--- src/rtl/imm_ext_pkg.sv ---
// Shared types for the RV32I immediate extender: format select encoding and datapath width.
// The optional CSR zimm format is enabled by defining IMM_EXT_ZIMM_EN.
package imm_ext_pkg;

  localparam int unsigned XLEN = 32;

  typedef enum logic [2:0] {
    FMT_I    = 3'd0,
    FMT_S    = 3'd1,
    FMT_B    = 3'd2,
    FMT_U    = 3'd3,
    FMT_J    = 3'd4,
    FMT_SH   = 3'd5,
    FMT_Z    = 3'd6,
    FMT_NONE = 3'd7
  } imm_fmt_e;

  function automatic imm_fmt_e to_fmt(input logic [2:0] raw);
    return imm_fmt_e'(raw);
  endfunction

endpackage

--- src/rtl/imm_ext_comb.sv ---
// Combinational RV32I immediate decode: selects instruction fields by format and sign/zero extends.
// Format FMT_Z returns the CSR zimm only when IMM_EXT_ZIMM_EN is defined; otherwise it reads as zero.
module imm_ext_comb
  import imm_ext_pkg::*;
(
  input  logic [25:0]     i_imm_in,
  input  logic [2:0]      i_format,
  output logic [XLEN-1:0] o_imm
);

  // Instruction view ins[31:7]; ins[6] is carried in the port but no format uses it.
  logic [31:7] w_ins;
  logic        w_unused_ins6;
  imm_fmt_e    w_fmt;

  assign w_ins         = i_imm_in[25:1];
  assign w_unused_ins6 = i_imm_in[0];
  assign w_fmt         = to_fmt(i_format);

  // Field gather and extension for each immediate format.
  always_comb begin
    o_imm = {XLEN{1'b0}};
    case (w_fmt)
      FMT_I: begin
        o_imm = {{20{w_ins[31]}}, w_ins[31:20]};
      end
      FMT_S: begin
        o_imm = {{20{w_ins[31]}}, w_ins[31:25], w_ins[11:7]};
      end
      FMT_B: begin
        o_imm = {{19{w_ins[31]}}, w_ins[31], w_ins[7], w_ins[30:25], w_ins[11:8], 1'b0};
      end
      FMT_U: begin
        o_imm = {w_ins[31:12], 12'h000};
      end
      FMT_J: begin
        o_imm = {{11{w_ins[31]}}, w_ins[31], w_ins[19:12], w_ins[20], w_ins[30:21], 1'b0};
      end
      FMT_SH: begin
        // ins[30] distinguishes SRAI from SRLI and is not part of the shift amount.
        o_imm = {27'd0, w_ins[24:20]};
      end
      FMT_Z: begin
`ifdef IMM_EXT_ZIMM_EN
        o_imm = {27'd0, w_ins[19:15]};
`else
        o_imm = {XLEN{1'b0}};
`endif
      end
      FMT_NONE: begin
        o_imm = {XLEN{1'b0}};
      end
      default: begin
        o_imm = {XLEN{1'b0}};
      end
    endcase
  end

endmodule

--- src/rtl/immediate_extender.sv ---
// Decode-stage immediate generator: combinational extension followed by a stall-holdable output register.
// Define IMM_EXT_ZIMM_EN to make format 3'd6 produce the CSR zimm instead of zero.
module immediate_extender #(
  parameter int unsigned XLEN = 32
) (
  input  logic            clk,
  input  logic            rst_n,
  input  logic            en,
  input  logic [25:0]     Imm_in,
  input  logic [2:0]      Format,
  output logic [XLEN-1:0] Imm_out
);

  logic [XLEN-1:0] w_imm;
  logic [XLEN-1:0] r_imm;

  imm_ext_comb u_comb (
    .i_imm_in (Imm_in),
    .i_format (Format),
    .o_imm    (w_imm)
  );

  // Output register: reset wins over enable; en low holds the value during a decode stall.
  always_ff @(posedge clk) begin
    if (!rst_n) begin
      r_imm <= {XLEN{1'b0}};
    end else if (en) begin
      r_imm <= w_imm;
    end else begin
      r_imm <= r_imm;
    end
  end

  assign Imm_out = r_imm;

endmodule

--- config.mk ---
export PLATFORM = sky130hd
export DESIGN_NAME = immediate_extender
export DESIGN_NICKNAME = d
export VERILOG_FILES = /design/src/rtl/imm_ext_pkg.sv /design/src/rtl/imm_ext_comb.sv /design/src/rtl/immediate_extender.sv
export SDC_FILE = /design/constraint.sdc
export NUM_CORES = 1
export LEC_CHECK = 0
export BUFFER_PORTS_ARGS = -buffer_cell sky130_fd_sc_hd__buf_2
export CAP_MARGIN = 10
export CORE_ASPECT_RATIO = 2
export CORE_UTILIZATION = 46
export DETAILED_ROUTE_END_ITERATION = 6
export PLACE_DENSITY = 0.9
export SETUP_SLACK_MARGIN = 0.05
export SYNTH_ARGS = -nofsm -noshare
export SYNTH_HDL_FRONTEND = slang
export SYNTH_SLANG_ARGS = --single-unit
--- constraint.sdc ---
create_clock -name clk -period 1.7 [get_ports clk]
set_input_delay 0.34 -clock clk [delete_from_list [all_inputs] [get_ports clk]]
set_output_delay 0.34 -clock clk [all_outputs]
set_load 0.05 [all_outputs]
# ---- Yosys cells after proc, flatten, opt, wreduce, memory -nomap -nowiden
# Index checks and enable logic that the tools add are counted.
dict set report op_classes {
  eq_ne 7
  n_mux 1
  reduce_logical 2
}
# operator count
set op_table {}
lappend op_table {{32-bit one-hot mux with 7 select lines} 1}
lappend op_table {{3-bit equality test (second input constant)} 4}
lappend op_table {{3-bit by 2-bit equality test with 1-bit output (second input constant)} 2}
lappend op_table {{3-bit by 1-bit equality test with 1-bit output (second input constant)} 1}
lappend op_table {{3-bit zero test} 1}
lappend op_table {{2-bit OR reduction} 1}
dict set report totals {
  reg_bits 32
  output_inout_bits 32
  wordCells 11
}

# ---- Logic depth before layout (Yosys ltp)
# Gate-level depths: netlist of the first run.
dict set report depth {
  ltp_word 3
  ltp_mapped 5
}

# ---- Modules after synthesis
# Synthesis of the first run repeated with hierarchy kept, for this count alone.
dict set report hier_totals {
  cells_unflattened 189
  area_unflattened_um2 1736.7
}
# module n_inst cells_per_inst area_per_inst_um2 seq_area_each_um2
set by_module_without_submodules {}
lappend by_module_without_submodules {immediate_extender 1 103 1243.7 640.6}
lappend by_module_without_submodules {imm_ext_comb 1 86 493.0 0.0}

# ---- Worst setup path before layout of the first run
# Ideal clock, no wire load.
dict set report synth_timing {
  path_kind {input to register}
  startpoint {input Format[0]}
  endpoint {register r_imm[22], in the netlist Imm_out[22]}
  setup_ns 0.122
  t_arrival_ns 1.241
  required_ns 1.578
  setup_slack_ns 0.337
  cell_stages 5
  path_buffers 2
  cell_sequence {buf_2 and3b_1 and3_4 buf_6 a221o_1}
}
dict set report synth_via {
  elab_chain_cells 3
  word_cells_on_any_way 10
  classes_between {7 x eq/ne; 1 x mux; 2 x reduce/logical}
}
# element line
set synth_rtl {}
lappend synth_rtl {{from (decl)} immediate_extender.sv:10} ;# input logic [2:0] Format,
lappend synth_rtl {{3-bit equality test} imm_ext_comb.sv:23} ;# case (w_fmt)
lappend synth_rtl {{2-bit OR reduction (no line)} -}
lappend synth_rtl {{32-bit one-hot mux with 7 select lines (*)} imm_ext_comb.sv:23}
lappend synth_rtl {{to (signal assigned)} immediate_extender.sv:26} ;# r_imm <= {XLEN{1'b0}};
lappend synth_rtl {{to (signal assigned)} immediate_extender.sv:28} ;# r_imm <= w_imm;
lappend synth_rtl {{to (signal assigned)} immediate_extender.sv:30} ;# r_imm <= r_imm;
lappend synth_rtl {{to (decl)} immediate_extender.sv:15} ;# logic [XLEN-1:0] r_imm;
# Mark *: on every way between the ends. The rest lies on a longest branch, timed or not.
# A chain may end at the register's enable or synchronous reset.

# ---- Worst setup path after layout of the first run
dict set report layout_timing {
  startpoint {register r_imm[8], in the netlist Imm_out[8]}
  endpoint {output Imm_out[8]}
}
# element line
set layout_rtl {}
lappend layout_rtl {{to (decl)} immediate_extender.sv:11} ;# output logic [XLEN-1:0] Imm_out
# No word-level cell between the ends.

==> flow_metrics.py, run 1 <==
metrics = {
    "logic_synthesis": {
        "synthArstFlopShare": 0,
        "ys_types": 32,
        "post_synth_inst_count": 154,
        "ys_ff_latch": 32,
        "synth_edf_count": 0,
        "ys_seq_area_frac": 0.461,
        "yosys_warnings": 0,
        "synth_flop_cell": "dfxtp_1",
        "syn_area_um2": 1390,
        "syn-num-nets": 186,
        "avgSynthCellArea_um2": 9.02,
    },
    "placed_design": {
        "finalWeightedCongestion": 0.779,
        "portBuffers": 62,
        "post-dp-hpwl_mm": 2.66,
    },
    "routing": {
        "vias": 1396,
        "drt-pass1-iter-count": 6,
        "drtAntennaViolNets": 0,
        "post-route-drc-count": 0,
        "avgRoutedWirePerCell_um": 14.1,
        "drt-initial-drc-count": 25,
        "viasPerCell": 5.67,
        "wl_mm": 3.47,
    },
    "clocking": {
        "cts.htree.levels": 2,
        "root_buffer": "clkbuf_8",
        "cts_setup_buffers": 0,
        "post_cts_resized": 0,
        "clockBufferDepth": 2,
        "clk_latency_ns": 0.29,
        "cts_tree": "done",
        "cts_sinks": 32,
        "cts_made_buffers": 5,
        "hold_buffers": 0,
        "clkTransAtPathRegs_ns": 0.07,
    },
    "finish": {
        "num-nets-final": 248,
        "final_core_util": 0.651,
        "n_antenna_cell": 0,
        "mostFrequentLayoutCells": "buf_2, dfxtp_1, o21ai_0",
        "largest_reg_flops": 32,
        "layout_commonest_cell": "buf_2",
        "num-fill-cells": 259,
        "drive_gt1_frac": 0.378,
        "area_growth_pct": 31.4,
    },
    "die": {
        "dieArea_um2": 3260,
        "core_um2": 2800,
        "start_util": 0.495,
        "num_rows": 27,
        "die_w_um": 40.9,
        "ios": 64,
        "die-height_um": 79.7,
    },
    "timing": {
        "relSlewSlack": 0.712,
        "clock.fmax_mhz": 796,
        "worst_slew_pin_slew_ns": 0.430,
        "finalMaxSlewViolations": 0,
        "min_period_ns": 1.26,
        "rsz0062_at_grt": "false",
        "hold_viol_final": 0,
        "setup_viol_count_final": 0,
        "clock_skew_ns": 0,
        "fin_crit_sh": 0.739,
        "tns_ns": 0,
    },
    "critical_path": {
        "cp_data_required_time_ns": 1.36,
        "cp_top_family": "flip-flops",
        "critPathCaptureType": "primary output",
        "critPathLaunchType": "flop",
        "worstPathArrival_ns": 0.92,
        "cp_slowest_cell": "dfxtp_1",
        "crit_type": "reg2out",
        "slowest_delay_ns": 0.35,
        "critPathBufInv": 1,
        "cp_max_fo": 2,
        "cp_cell_sequence": "buf_2",
    },
    "global_routing": {
        "grt.total_usage": 0.243,
        "grt_pass1_vias": 1368,
        "antenna_found_initial": 0,
        "grt_max_degree": 19,
        "grt_overflow_total": 0,
        "grt_first_pass_wirelength_mm": 5.51,
    },
    "status": {
        "run_status": "finished clean",
    },
    "min_path": {
        "worst_hold_path_type": "in2reg",
    },
    "power_and_ir_drop": {
        "irDropWorstVdd_mv": 1.10,
        "p_leak_nw": 0.834,
        "powerDensity_nw_per_um2": 1060,
    },
    "job": {
        "drv_cap": 0,
    },
}
area by class of cell:
cell class | count | area, um^2 | area share
multi-input cells | 102 | 659 | 0.361
flip-flops and latches | 32 | 641 | 0.351
clock buffers | 5 | 68.8 | 0.0377
clock inverters | 3 | 42.5 | 0.0233
repair buffers | 67 | 348 | 0.191
inverters | 8 | 30.0 | 0.0164
well taps | 29 | 36.3 | 0.0199
worst register-to-register path: stages (launching register included):
cell and delay [ns]:
dfxtp_1 0.31, nor2b_1 0.12, a31o_2 0.21, o21a_1 0.17
cell usage after synthesis (all sizes together), types with 2 or more instances:
cell type,n,area share
dfxtp,32,0.46
o21ai,24,0.086
a21oi,9,0.032
a221o,9,0.065
nand2,9,0.024
inv,8,0.022
buf,7,0.029
nand3b,7,0.038
a31oi,6,0.027
and2,6,0.027
o22ai,6,0.027
clkbuf,5,0.014
o211ai,4,0.022
nand2b,3,0.014
nand3,3,0.011
a21boi,2,0.014
nor2,2,0.011
nor2b,2,0.0090
kinds of logic (layout without fill, tap and decap cells):
group	after synthesis	count (layout)	share of synthesized area
AO/OA/AOI/OAI	63	63	0.290
multiplexers	1	1	0.00811
XOR/XNOR	1	1	0.00631
AND/OR/NAND/NOR	36	36	0.162
buffers and inverters	20	83	0.0640
flip-flops	32	32	0.461
adder cells (fa/ha/maj)	1	1	0.00811
where the power goes:
group          total, mW  internal (mW)  switching [mW]
Sequential         0.813          0.794          0.0192
Combinational      0.390          0.116           0.274
Clock              0.724          0.433           0.291
final timing paths:
kind | startpoint | to | slack, ns | cells after the start
min | Imm_in[20] | Imm_out[26] | 0.29 | 2
max | Imm_out[8] | Imm_out[8] | 0.44 | 1
max reg2reg | Imm_out[11] | Imm_out[11] | 0.79 | 3
min reg2reg | Imm_out[22] | Imm_out[22] | 0.48 | 1
per-layer routing:
layer | vias up | share of wire | track usage
li1 | 683 | - | -
met1 | 645 | 0.37 | 0.229
met2 | 62 | 0.54 | 0.430
met3 | 6 | 0.068 | 0.0613
met4 | 0 | 0.022 | 0.127
met5 | - | 0 | 0
stage by stage:
stage	cells	hold slack [ns]	instance area [um^2]	worst slack, ns	total power [mW]
finish	246	0.286	1830	0.444	1.93
global route	246	0.283	1830	0.417	2.00
CTS	246	0.278	1830	0.423	1.94
detailed placement	238	0.469	1710	0.248	1.22
global placement	238	0.462	1710	0.300	1.21
floorplan	154	0.478	1390	0.337	1.10
Power figures use the tool's default switching activity.
==> inputs of run 2 (changes only) <==
- clock period: 1.7 -> 1.2 ns (I/O delays scaled with it)
==> run 2 against run 1 <==
Core utilization increased by 3.1 points; critical path depth unchanged; clock power grew 55%; sequential power rose by 41%; sequential cell count unchanged; clock skew unchanged; combinational power up 48%; hold slack lost 0.093 ns; total power is 48% higher; register-to-register slack lost 0.52 ns; critical endpoint is now Imm_out[15].
==> flow_metrics.py, run 2 (same netlist as run 1, synthesis figures left out) <==
metrics = {
    "clocking": {
        "clkTransAtPathRegs_ns": 0.07,
        "cts_sinks": 32,
        "clk_latency_ns": 0.28,
        "cts_tree": "done",
        "cts_made_buffers": 5,
        "cts.htree.levels": 2,
        "clockBufferDepth": 2,
        "hold_buffers": 0,
        "root_buffer": "clkbuf_8",
    },
    "finish": {
        "n_antenna_cell": 0,
        "drive_gt1_frac": 0.397,
        "final_core_util": 0.682,
        "largest_reg_flops": 32,
        "num-nets-final": 255,
        "layout_commonest_cell": "buf_2",
        "final_area_um2": 1910,
        "final_cells": 253,
        "mostFrequentLayoutCells": "buf_2, dfxtp_1, o21ai_0, buf_4",
        "area_growth_pct": 37.7,
    },
    "placed_design": {
        "placed_area_um2": 1770,
        "pre_cts_slack_ns": -0.0515,
        "portBuffers": 62,
        "finalWeightedCongestion": 0.805,
        "dp_cells": 245,
        "post-dp-hpwl_mm": 2.59,
    },
    "timing": {
        "clock.fmax_mhz": 890,
        "hold_slack_ns": 0.193,
        "finalMaxSlewViolations": 0,
        "fin_ws_ns": 0.0767,
        "relSlewSlack": 0.744,
        "fin_crit_sh": 0.936,
        "hold_viol_final": 0,
        "worst_slew_pin_slew_ns": 0.382,
        "rsz0062_at_grt": "false",
        "clock_skew_ns": 0,
        "tns_ns": 0,
        "min_period_ns": 1.12,
        "setup_viol_count_final": 0,
    },
    "critical_path": {
        "cp_data_required_time_ns": 0.96,
        "critPathCaptureType": "primary output",
        "cp_max_fo": 2,
        "slowest_delay_ns": 0.34,
        "crit_type": "reg2out",
        "cp_cell_sequence": "buf_2",
        "cp_slowest_cell": "dfxtp_1",
        "cp_top_family": "flip-flops",
        "critPathBufInv": 1,
        "critPathLaunchType": "flop",
        "worstPathArrival_ns": 0.88,
    },
    "die": {
        "num_rows": 27,
        "die_w_um": 40.9,
        "ios": 64,
        "die-height_um": 79.7,
        "dieArea_um2": 3260,
        "core_um2": 2800,
        "start_util": 0.495,
    },
    "routing": {
        "avgRoutedWirePerCell_um": 13.8,
        "drtAntennaViolNets": 0,
        "vias": 1389,
        "wl_mm": 3.50,
        "top_layer_used": "met4",
        "dr_wl_met2_mm": 1.88,
        "post-route-drc-count": 0,
        "viasPerCell": 5.49,
        "drt-initial-drc-count": 15,
        "wl_met3_um": 195,
        "drt-pass1-iter-count": 4,
        "met1Wirelength_mm": 1.30,
    },
    "global_routing": {
        "grt_max_degree": 16,
        "grt.total_usage": 0.235,
        "grt_overflow_total": 0,
        "antenna_found_initial": 0,
        "grt_first_pass_wirelength_mm": 5.30,
        "grt_pass1_vias": 1266,
    },
    "power_and_ir_drop": {
        "p_leak_nw": 0.875,
        "fin_total_pwr_mw": 2.85,
        "power_frac_seq": 0.405,
        "irDropWorstVdd_mv": 1.09,
        "powerDensity_nw_per_um2": 1490,
        "net-switching-power_mw": 0.806,
        "p_int_mw": 2.04,
        "pwr-share-clk": 0.393,
        "power.share.combinational": 0.202,
        "sw_frac_of_total": 0.283,
    },
    "job": {
        "drv_cap": 0,
    },
    "status": {
        "run_status": "finished clean",
    },
    "min_path": {
        "worst_hold_path_type": "in2reg",
    },
}
## run 2: power by group through the flow
stage | logic [mW] | registers [mW] | clock network [mW]
after floorplan | 0.177 | 1.39 | 0
after global placement | 0.558 | 1.18 | 0
after detailed placement | 0.567 | 1.18 | 0
after CTS | 0.572 | 1.15 | 1.13
after global routing | 0.612 | 1.16 | 1.17
final | 0.576 | 1.15 | 1.12
## run 2: worst reg2reg max path, stage by stage, from the launching register on
cell,delay (ns)
dfxtp_1,0.31
nor2b_1,0.13
a31o_2,0.22
o21a_1,0.16
## run 2: layer usage
| metal | vias to the layer above | global-route usage |
|---|---|---|
| met4 | 0 | 0.127 |
| li1 | 699 | - |
| met2 | 50 | 0.398 |
| met3 | 9 | 0.0529 |
| met1 | 631 | 0.240 |
| met5 | - | 0 |
## run 2: what timing repair did
action,4_1_cts,5_1_grt
buffers inserted,0,0
resized for setup,1,7
setup endpoints to repair,1,7
cloned,0,0
## run 2: final cells by class
type	instances	area [um^2]
Clock inverter	1	30.0
Sequential cell	32	641
Inverter	8	30.0
Multi-Input combinational cell	102	659
Clock buffer	7	96.3
Tap cell	29	36.3
Timing Repair Buffer	74	420
Fill cell	230	891
## run 2: path summary, 6_finish.rpt
kind         cells past startpoint           to  slack [ns]        start
max                              1  Imm_out[15]        0.08  Imm_out[15]
min                              2  Imm_out[29]        0.19   Imm_in[23]
max reg2reg                      3  Imm_out[11]        0.27  Imm_out[11]
min reg2reg                      1  Imm_out[28]        0.48  Imm_out[28]
